## config.mk

```make
export PLATFORM = sky130hd
export DESIGN_NAME = hazard_ctrl_flat
export DESIGN_NICKNAME = d
export VERILOG_FILES = /design/src/rtl/hazard_ctrl_if.sv /design/src/rtl/hazard_ctrl.sv /design/src/flat_wrapper.sv
export SDC_FILE = /design/constraint.sdc
export NUM_CORES = 1
export LEC_CHECK = 0
export CAP_MARGIN = 20
export CORE_MARGIN = 5
export CORE_UTILIZATION = 39
export DETAILED_ROUTE_END_ITERATION = 8
export GPL_ROUTABILITY_DRIVEN = 0
export GPL_TIMING_DRIVEN = 0
export PLACE_DENSITY = 0.82
export SYNTH_ARGS = -nofsm -noshare
export SYNTH_HDL_FRONTEND = slang
export SYNTH_SLANG_ARGS = --single-unit
```

## constraint.sdc

```tcl
create_clock -name clk1 -period 2.4 [get_ports clk1]
set_clock_uncertainty 0.1 [all_clocks]
set_input_delay 0.24 -clock clk1 [delete_from_list [all_inputs] [get_ports clk1]]
set_output_delay 0.24 -clock clk1 [all_outputs]
set_load 0.05 [all_outputs]
```

## src/rtl/hazard_ctrl_if.sv

```systemverilog
// Hazard-control bundle between the RV32I datapath and hazard_ctrl.
// The datapath side presents pipeline instructions/types and receives forwarding and stall/flush controls.
interface hazard_ctrl_if #(
    parameter int CNT_W = 32
);
    logic [31:0]      ID_EX_IR;
    logic [31:0]      EX_MEM_IR;
    logic [31:0]      MEM_WB_IR;
    logic [2:0]       ID_EX_type;
    logic [2:0]       EX_MEM_type;
    logic [2:0]       MEM_WB_type;
    logic             branch_taken;
    logic             dmem_ready;
    logic [1:0]       EX_MEM_FW;
    logic [1:0]       MEM_WB_FW;
    logic             STALL;
    logic             FLUSH;
    logic             bus_err;
    logic [CNT_W-1:0] stall_cycles;

    modport master (
        output ID_EX_IR, EX_MEM_IR, MEM_WB_IR,
        output ID_EX_type, EX_MEM_type, MEM_WB_type,
        output branch_taken, dmem_ready,
        input  EX_MEM_FW, MEM_WB_FW, STALL, FLUSH, bus_err, stall_cycles
    );

    modport slave (
        input  ID_EX_IR, EX_MEM_IR, MEM_WB_IR,
        input  ID_EX_type, EX_MEM_type, MEM_WB_type,
        input  branch_taken, dmem_ready,
        output EX_MEM_FW, MEM_WB_FW, STALL, FLUSH, bus_err, stall_cycles
    );
endinterface

```

## src/rtl/hazard_ctrl.sv

```systemverilog
// Hazard controller for the 5-stage RV32I core: operand forwarding, load-use and
// data-memory wait stalls with timeout, fixed-length branch flush, stall-cycle counter.
module hazard_ctrl #(
    parameter int TIMEOUT      = 16,
    parameter int FLUSH_CYCLES = 2,
    parameter int CNT_W        = 32
) (
    input logic         clk1,
    input logic         rst_n,
    hazard_ctrl_if.slave hz
);
    localparam logic [2:0] T_LOAD  = 3'd2;
    localparam logic [2:0] T_STORE = 3'd3;
    localparam int         WAIT_W  = $clog2(TIMEOUT);

    typedef enum logic [1:0] {RUN, LDUSE, MEMWAIT} state_t;

    function automatic logic is_writer(input logic [2:0] t);
        return (t == 3'd0) || (t == 3'd1) || (t == 3'd2) || (t == 3'd5) || (t == 3'd6);
    endfunction

    function automatic logic uses_rs1(input logic [2:0] t, input logic [31:0] ir);
        return (t <= 3'd4) || ((t == 3'd5) && (ir[6:0] == 7'b1100111));
    endfunction

    function automatic logic uses_rs2(input logic [2:0] t);
        return (t == 3'd0) || (t == 3'd3) || (t == 3'd4);
    endfunction

    state_t             state_reg;
    logic               ld_done_reg;
    logic [WAIT_W-1:0]  wait_cnt_reg;
    logic [2:0]         flush_cnt_reg;
    logic [CNT_W-1:0]   stall_cnt_reg;

    logic [4:0] ex_rd, wb_rd;
    logic [4:0] id_src [2];
    logic [1:0] id_uses;
    logic [1:0] ex_match, ex_fw, wb_fw;
    logic       ex_wr_ok, wb_wr_ok;
    logic       lduse_hit, mem_busy, timeout_hit, stall_c;
    logic       unused_ir_bits;

    assign ex_rd      = hz.EX_MEM_IR[11:7];
    assign wb_rd      = hz.MEM_WB_IR[11:7];
    assign id_src[1]  = hz.ID_EX_IR[19:15];
    assign id_src[0]  = hz.ID_EX_IR[24:20];
    assign id_uses[1] = uses_rs1(hz.ID_EX_type, hz.ID_EX_IR);
    assign id_uses[0] = uses_rs2(hz.ID_EX_type);
    assign ex_wr_ok   = is_writer(hz.EX_MEM_type) && (ex_rd != 5'd0);
    assign wb_wr_ok   = is_writer(hz.MEM_WB_type) && (wb_rd != 5'd0);

    // Bit 1 compares against rs1, bit 0 against rs2.
    generate
        for (genvar gi = 0; gi < 2; gi++) begin : g_src
            assign ex_match[gi] = ex_wr_ok && (ex_rd == id_src[gi]) && id_uses[gi];
            assign ex_fw[gi]    = ex_match[gi] && (hz.EX_MEM_type != T_LOAD);
            assign wb_fw[gi]    = wb_wr_ok && (wb_rd == id_src[gi]) && id_uses[gi];
        end
    endgenerate

    assign hz.EX_MEM_FW = ex_fw;
    assign hz.MEM_WB_FW = wb_fw;

    assign lduse_hit   = (hz.EX_MEM_type == T_LOAD) && (|ex_match);
    assign mem_busy    = ((hz.EX_MEM_type == T_LOAD) || (hz.EX_MEM_type == T_STORE)) && !hz.dmem_ready;
    assign timeout_hit = (state_reg == MEMWAIT) && !hz.dmem_ready &&
                         (wait_cnt_reg == WAIT_W'(TIMEOUT - 1));

    always_comb begin
        stall_c = 1'b0;
        unique case (state_reg)
            RUN:     stall_c = mem_busy || (lduse_hit && !ld_done_reg);
            LDUSE:   stall_c = 1'b0;
            MEMWAIT: stall_c = !hz.dmem_ready;
            default: stall_c = 1'b0;
        endcase
    end

    // STALL is partly input-driven, so it is masked while reset is held.
    assign hz.STALL        = stall_c && rst_n;
    assign hz.bus_err      = timeout_hit;
    assign hz.FLUSH        = (flush_cnt_reg != 3'd0);
    assign hz.stall_cycles = stall_cnt_reg;
    assign unused_ir_bits  = ^{hz.ID_EX_IR, hz.EX_MEM_IR, hz.MEM_WB_IR};

    always_ff @(posedge clk1 or negedge rst_n) begin
        if (!rst_n) begin
            state_reg     <= RUN;
            ld_done_reg   <= 1'b0;
            wait_cnt_reg  <= '0;
            flush_cnt_reg <= 3'd0;
            stall_cnt_reg <= '0;
        end else begin
            unique case (state_reg)
                RUN: begin
                    if (!stall_c)
                        ld_done_reg <= 1'b0;
                    if (mem_busy) begin
                        state_reg    <= MEMWAIT;
                        wait_cnt_reg <= WAIT_W'(1);
                    end else if (lduse_hit && !ld_done_reg) begin
                        state_reg <= LDUSE;
                    end
                end
                LDUSE: begin
                    ld_done_reg <= 1'b1;
                    state_reg   <= RUN;
                end
                MEMWAIT: begin
                    if (hz.dmem_ready || timeout_hit) begin
                        state_reg    <= RUN;
                        wait_cnt_reg <= '0;
                    end else begin
                        wait_cnt_reg <= wait_cnt_reg + WAIT_W'(1);
                    end
                end
                default: state_reg <= RUN;
            endcase

            // The flush window only advances on cycles the front end actually moves.
            if (!stall_c) begin
                if (hz.branch_taken)
                    flush_cnt_reg <= 3'(FLUSH_CYCLES);
                else if (flush_cnt_reg != 3'd0)
                    flush_cnt_reg <= flush_cnt_reg - 3'd1;
            end

            if (stall_c && (stall_cnt_reg != {CNT_W{1'b1}}))
                stall_cnt_reg <= stall_cnt_reg + CNT_W'(1);
        end
    end
endmodule

```

## src/flat_wrapper.sv

```systemverilog
// flat-port wrapper written by rule: the top's interface ports become plain ports
module hazard_ctrl_flat 
#(
    parameter int TIMEOUT      = 16,
    parameter int FLUSH_CYCLES = 2,
    parameter int CNT_W        = 32
)
  (clk1, rst_n, hz_ID_EX_IR, hz_EX_MEM_IR, hz_MEM_WB_IR, hz_ID_EX_type, hz_EX_MEM_type, hz_MEM_WB_type, hz_branch_taken, hz_dmem_ready, hz_EX_MEM_FW, hz_MEM_WB_FW, hz_STALL, hz_FLUSH, hz_bus_err, hz_stall_cycles);
  hazard_ctrl_if #(.CNT_W(CNT_W)) hz_i ();
  input logic clk1;
  input logic rst_n;
  input wire logic [$bits(hz_i.ID_EX_IR)-1:0] hz_ID_EX_IR;
  input wire logic [$bits(hz_i.EX_MEM_IR)-1:0] hz_EX_MEM_IR;
  input wire logic [$bits(hz_i.MEM_WB_IR)-1:0] hz_MEM_WB_IR;
  input wire logic [$bits(hz_i.ID_EX_type)-1:0] hz_ID_EX_type;
  input wire logic [$bits(hz_i.EX_MEM_type)-1:0] hz_EX_MEM_type;
  input wire logic [$bits(hz_i.MEM_WB_type)-1:0] hz_MEM_WB_type;
  input wire logic [$bits(hz_i.branch_taken)-1:0] hz_branch_taken;
  input wire logic [$bits(hz_i.dmem_ready)-1:0] hz_dmem_ready;
  output wire logic [$bits(hz_i.EX_MEM_FW)-1:0] hz_EX_MEM_FW;
  output wire logic [$bits(hz_i.MEM_WB_FW)-1:0] hz_MEM_WB_FW;
  output wire logic [$bits(hz_i.STALL)-1:0] hz_STALL;
  output wire logic [$bits(hz_i.FLUSH)-1:0] hz_FLUSH;
  output wire logic [$bits(hz_i.bus_err)-1:0] hz_bus_err;
  output wire logic [$bits(hz_i.stall_cycles)-1:0] hz_stall_cycles;
  assign hz_i.ID_EX_IR = hz_ID_EX_IR;
  assign hz_i.EX_MEM_IR = hz_EX_MEM_IR;
  assign hz_i.MEM_WB_IR = hz_MEM_WB_IR;
  assign hz_i.ID_EX_type = hz_ID_EX_type;
  assign hz_i.EX_MEM_type = hz_EX_MEM_type;
  assign hz_i.MEM_WB_type = hz_MEM_WB_type;
  assign hz_i.branch_taken = hz_branch_taken;
  assign hz_i.dmem_ready = hz_dmem_ready;
  assign hz_EX_MEM_FW = hz_i.EX_MEM_FW;
  assign hz_MEM_WB_FW = hz_i.MEM_WB_FW;
  assign hz_STALL = hz_i.STALL;
  assign hz_FLUSH = hz_i.FLUSH;
  assign hz_bus_err = hz_i.bus_err;
  assign hz_stall_cycles = hz_i.stall_cycles;
  hazard_ctrl #(.TIMEOUT(TIMEOUT), .FLUSH_CYCLES(FLUSH_CYCLES), .CNT_W(CNT_W)) u_core (.clk1(clk1), .rst_n(rst_n), .hz(hz_i));
endmodule
```

-- Yosys cells after proc, flatten, opt, wreduce, memory -nomap -nowiden
Cells that the tools add are included.
W data, S select, Z words.
- mux-type cells: 12
- add/subtract/negate cells: 3
- eq/ne operators: 26
- shift-type cells: 0
- $mul: 0
- bitwise gates (word level): 1
- reductions and logical operators: 51
- magnitude comparators: 1
- div/mod/pow operators: 0
- operators by type and width (operator ; count):
    $add A32 B1 Y32 const B ; 1
    $ne A32 B32 Y1 const B ; 1
    $eq A5 B5 Y1 ; 4
    $logic_and A1 B1 Y1 ; 20
    $eq A3 B3 Y1 const B ; 6
    $logic_or A1 B1 Y1 ; 14
    $eq A3 B2 Y1 const B ; 4
    $reduce_bool A5 Y1 ; 2
    $logic_not A3 Y1 ; 3
    $mux W4 ; 2
    $pmux W4 S2 ; 1
    $reduce_and A2 Y1 ; 4
    $eq A7 B7 Y1 const B ; 1
    $eq A3 B1 Y1 const B ; 2
    $mux W2 ; 3
    $mux W3 ; 2
    $reduce_bool A2 Y1 ; 3
    $add A4 B1 Y4 const B ; 1
    $eq A4 B4 Y1 const B ; 1
    $ne A2 B2 Y1 const B ; 2
    $pmux W1 S2 ; 2
    $pmux W2 S2 ; 1
    $le A3 B3 Y1 const B ; 1
    $ne A3 B1 Y1 const B ; 1
    11 further kinds ; 12
- memories kept: 0
- ROM bits: 0
- input port bits: 109
- register bits after elaboration: 42
- bits in writable memories: 0
- word-level logic and storage cells: 99
- bits in latches: 0
- output and inout port bits: 39

-- Logic depth before layout (Yosys ltp)
- depth in word-level cells: 15
- depth in mapped cells: 9

-- Worst setup path after synthesis
Ideal clock, no wire load.
- path kind: input to output
- start: input hz_ID_EX_type[1]
- end: output hz_EX_MEM_FW[0]
- stages: 3
- data arrival time: 2287 ps
- required time: 2060 ps
- setup slack: -227 ps
- path buffers: 0
- cells stage by stage: or2_1 > a211o_1 > nor4_1
- longest elaborated chain between the ends: 5
- elaborated cells between the ends (all ways): 7
- classes of those cells: eq/ne: 2; reduce/logical: 5
- ends and longest elaborated chain (what ; RTL line ; RTL):
    start: declaration ; flat_wrapper.sv:15 ; input wire logic [$bits(hz_i.ID_EX_type)-1:0] hz_ID_EX_type;
    $eq A3 B2 Y1 or $logic_not A3 Y1 (tied branches) ; hazard_ctrl.sv:27 ; return (t == 3'd0) || (t == 3'd3) || (t == 3'd4);
    $logic_or A1 B1 Y1 ; hazard_ctrl.sv:27 ;
    $logic_or A1 B1 Y1 (*) ; hazard_ctrl.sv:27 ;
    $logic_and A1 B1 Y1 (*) ; hazard_ctrl.sv:56 ; assign ex_match[gi] = ex_wr_ok && (ex_rd == id_src[gi]) && id_uses[gi];
    $logic_and A1 B1 Y1 (*) ; hazard_ctrl.sv:57 ; assign ex_fw[gi] = ex_match[gi] && (hz.EX_MEM_type != T_LOAD);
    end: declaration ; flat_wrapper.sv:20 ; output wire logic [$bits(hz_i.EX_MEM_FW)-1:0] hz_EX_MEM_FW;
Mark *: on every way between the ends. The rest lies on a longest branch, timed or not.

-- Final worst setup path
- start: input hz_ID_EX_IR[3]
- end: output hz_STALL
- longest elaborated chain between the ends: 10
- ends and longest elaborated chain (what ; RTL line ; RTL):
    start: declaration ; flat_wrapper.sv:12 ; input wire logic [$bits(hz_i.ID_EX_IR)-1:0] hz_ID_EX_IR;
    $eq A7 B7 Y1 ; hazard_ctrl.sv:23 ; return (t <= 3'd4) || ((t == 3'd5) && (ir[6:0] == 7'b1100111));
    $logic_and A1 B1 Y1 ; hazard_ctrl.sv:23 ;
    $logic_or A1 B1 Y1 ; hazard_ctrl.sv:23 ;
    $logic_and A1 B1 Y1 ; hazard_ctrl.sv:56 ;
    $reduce_or A2 Y1 ; hazard_ctrl.sv:65 ; assign lduse_hit = (hz.EX_MEM_type == T_LOAD) && (|ex_match);
    $logic_and A1 B1 Y1 ; hazard_ctrl.sv:65 ;
    $logic_and A1 B1 Y1 ; hazard_ctrl.sv:73 ; RUN: stall_c = mem_busy || (lduse_hit && !ld_done_reg);
    $logic_or A1 B1 Y1 ; hazard_ctrl.sv:73 ;
    $pmux W1 S2 ; hazard_ctrl.sv:72 ; unique case (state_reg)
    $logic_and A1 B1 Y1 ; hazard_ctrl.sv:81 ; assign hz.STALL = stall_c && rst_n;
    end: declaration ; flat_wrapper.sv:22 ; output wire logic [$bits(hz_i.STALL)-1:0] hz_STALL;
Every way passes these cells.

==> results.cfg <==
[power_and_ir_drop]
vdd_ir_drop_max_v = 0.000608
totalPowerFinal_mw = 2.18
power_density_mw_per_mm2 = 538
leakagePower_nw = 1.83

[synth]
avgSynthCellArea_um2 = 10.0
synth_cell_types = 48
synth_area_mm2 = 0.00261
ys_ff_latch = 42
syn_inst = 260
synth_compound_area_share_pct = 5.95
synth_top_family_by_area = simple AND/OR/NAND/NOR gates
ys_async_sr_fraction_pct = 100
synth-simple-area-share_pct = 30.5
synth-main-ff-cell = dfrtp_1
synth_fa_ha_area_share_pct = 1.92
yosys_warnings = 0
syn-num-nets = 373
synth_edf_count = 0
ys_seq_area_share_pct = 40.3
synth-xor-area-share_pct = 16.8
synthMuxAreaShare_pct = 1.25

[timing]
report.final.setup_viol = 0
slew_headroom_pct = 64.5
tns_ns = 0
period_needed_ns = 2.37
holdWs_ns = 0.255
rsz0062_at_grt = yes
maxSlewViolCount = 0
finalCritPeriodShare_pct = 98.8
tightest_slew_ns = 0.531
fmax_mhz = 422
fin_ws_ns = 0.0298
finalHoldViolCount = 0

[worst_setup_path]
crit_fanout = 9
crit_path_end_kind = primary output
slowest_delay_ns = 0.40
critPathKind = in2out
cpMaxStageDelayCell = clkdlybuf4s50_1
critPathRequiredTime_ns = 2.06
cp.arrival_ns = 2.03
crit_path_start_kind = input pin
worstPathCellList = clkdlybuf4s50_1 -> and4bb_2 -> a21oi_2 -> nor4_4 -> a211oi_2 -> buf_6 -> buf_12 -> nor2b_4 -> buf_6
cp_top_family = buffers and inverters
critPathMostFrequentCell = buf_6
path_buf_inv = 4

[finish]
layout-drive-gt1-share_pct = 26.0
fin_util_pct = 63.2
final_nets = 474
largest_register_ffs = 32
antennaDiodeCount = 0
final_area_mm2 = 0.00406
area_growth_syn_to_layout_pct = 55.6
fin_cells = 439

[outcome]
status = complete, no violations

[global_routing]
antenna_found_initial = 0
grt_pass1_vias = 2550
grt_pass1_wl_um = 12500
grt_max_degree = 30
gr-total-overflow = 0
grt.total_usage_pct = 18.2

[die]
dieArea_mm2 = 0.00842
pin_count = 148
start_util_pct = 40.6
coreArea_mm2 = 0.00642
rows = 29
die_x_um = 91.8
die_h_um = 91.8

[clocking]
clkTransAtPathRegs_ns = 0.09
cts_buffer_depth = 2
cts-root-buf = clkbuf_8
insertion_delay_ns = 0.30
htreeDepth = 2
numCtsBuffers = 5
cts_sinks = 42
cts_tree = built

[drt]
wire_per_inst_um = 18.0
wl_um = 7890
firstDrtPassIters = 4
routed_via_density = 5.73
route.detailed.drc = 0
initialDrtViolationCount = 158
via_count = 2517
detail-route-antenna-nets = 0

[place]
placed_cells = 416
hpwl_um = 5120
portBuffers = 78
place_area_mm2 = 0.00353
place_worst_setup_slack_ns = -0.987

[min_path]
hold_path.class = in2async

[run]
cap_viol_max_count = 0
[per-layer routing]
layer  vias to the layer above  GRT usage [%]  routed length, um
li1                       1147              -                  -
met1                      1243           22.6               3280
met2                       115           30.4               3900
met3                        12           4.83                608
met4                         0           6.68                110
met5                         -              0                  0
[power by group]
| group | switching (mW) | internal [mW] | total, mW |
|---|---|---|---|
| sequential | 0.0833 | 0.795 | 0.879 |
| clock | 0.260 | 0.311 | 0.570 |
| combinational | 0.413 | 0.323 | 0.736 |
[worst register-to-register path: cells and delay by family, from the launching register on]
kind             cells  cell delay, ns
and+or+nand+nor      5            1.40
DFF                  1            0.44
muxes                1            0.32
[final timing paths]
kind                            slack [ns]  cells past startpoint                                     end                                   start
worst max register to register        0.04                      6  u_core.hz.stall_cycles[30]$_DFFE_PN0P_  u_core.hz.stall_cycles[17]$_DFFE_PN0P_
worst min-delay path                  0.26                      2  u_core.hz.stall_cycles[20]$_DFFE_PN0P_                                   rst_n
min in group clk1                     0.28                      4         u_core.state_reg[1]$_DFFE_PN0P_                       hz_EX_MEM_type[2]
worst max-delay path                  0.03                      9                                hz_STALL                          hz_ID_EX_IR[3]
max in group asynchronous             1.45                      3   u_core.hz.stall_cycles[6]$_DFFE_PN0P_                                   rst_n
worst min register to register        0.39                      1   u_core.hz.stall_cycles[2]$_DFFE_PN0P_   u_core.hz.stall_cycles[2]$_DFFE_PN0P_
[logic make-up after synthesis]
kind of cell | count (synthesis)
muxes | 3
buffers and inverters | 15
DFF | 42
xor gates and xnor gates | 50
adders and majority gates | 4
AOI/OAI and AO/OA | 22
and+or+nand+nor | 124
[synth_stat cells, drive strengths merged (2+ instances only)]
master	n	share of area, %
dfrtp	42	40
xor2	36	12
nand2	16	2.3
nand3	16	3.1
nor3	16	3.1
nor4	15	5.9
xnor2	14	4.7
nor2	10	1.4
o21ai	10	1.9
and3	9	2.2
nand4	9	2.2
buf	8	2.3
nor3b	8	2.3
inv	5	0.72
or4	5	1.4
ha	4	1.9
nor4b	4	1.8
a21oi	3	0.58
and4	3	1.0
nand3b	3	0.86
or2	3	0.72
clkbuf	2	0.29
mux2	2	0.86
nor2b	2	0.48
[cell usage in the layout (no fill, tap or decap), types with 5 or more instances in the layout]
master           instances
clkbuf_2                 6
dfrtp_2                  8
dlymetal6s2s_1          13
buf_4                   14
inv_1                    5
nand2_1                 16
nor3_2                   5
and3_1                   8
nand3_1                 15
nor2_1                   9
xor2_1                  36
o21ai_0                  9
dfrtp_1                 34
clkbuf_8                 5
clkdlybuf4s50_1         51
xnor2_1                 13
nor4_4                  10
nor3_1                  11
nand4_1                  9
[timing repair]
action                                  4_1_cts  5_1_grt
hold buffers                                  1        0
pin swaps                                    18        8
endpoints found under the setup margin       37       35
setup buffers                                 6        8
gates cloned                                  1        0
hold endpoints to repair                     14        0
resized for setup                            58       52
[layout make-up]
| cell class | instances | area [um^2] |
|---|---|---|
| fillers | 484 | 2360 |
| inverters | 5 | 18.8 |
| flip-flops and latches | 42 | 1060 |
| clock buffers | 6 | 72.6 |
| multi-input cells | 203 | 1730 |
| well taps | 77 | 96.3 |
| plain buffers | 9 | 98.8 |
| repair buffers | 95 | 948 |
| clock inverters | 2 | 37.5 |
(Power assumes the default switching activity.)
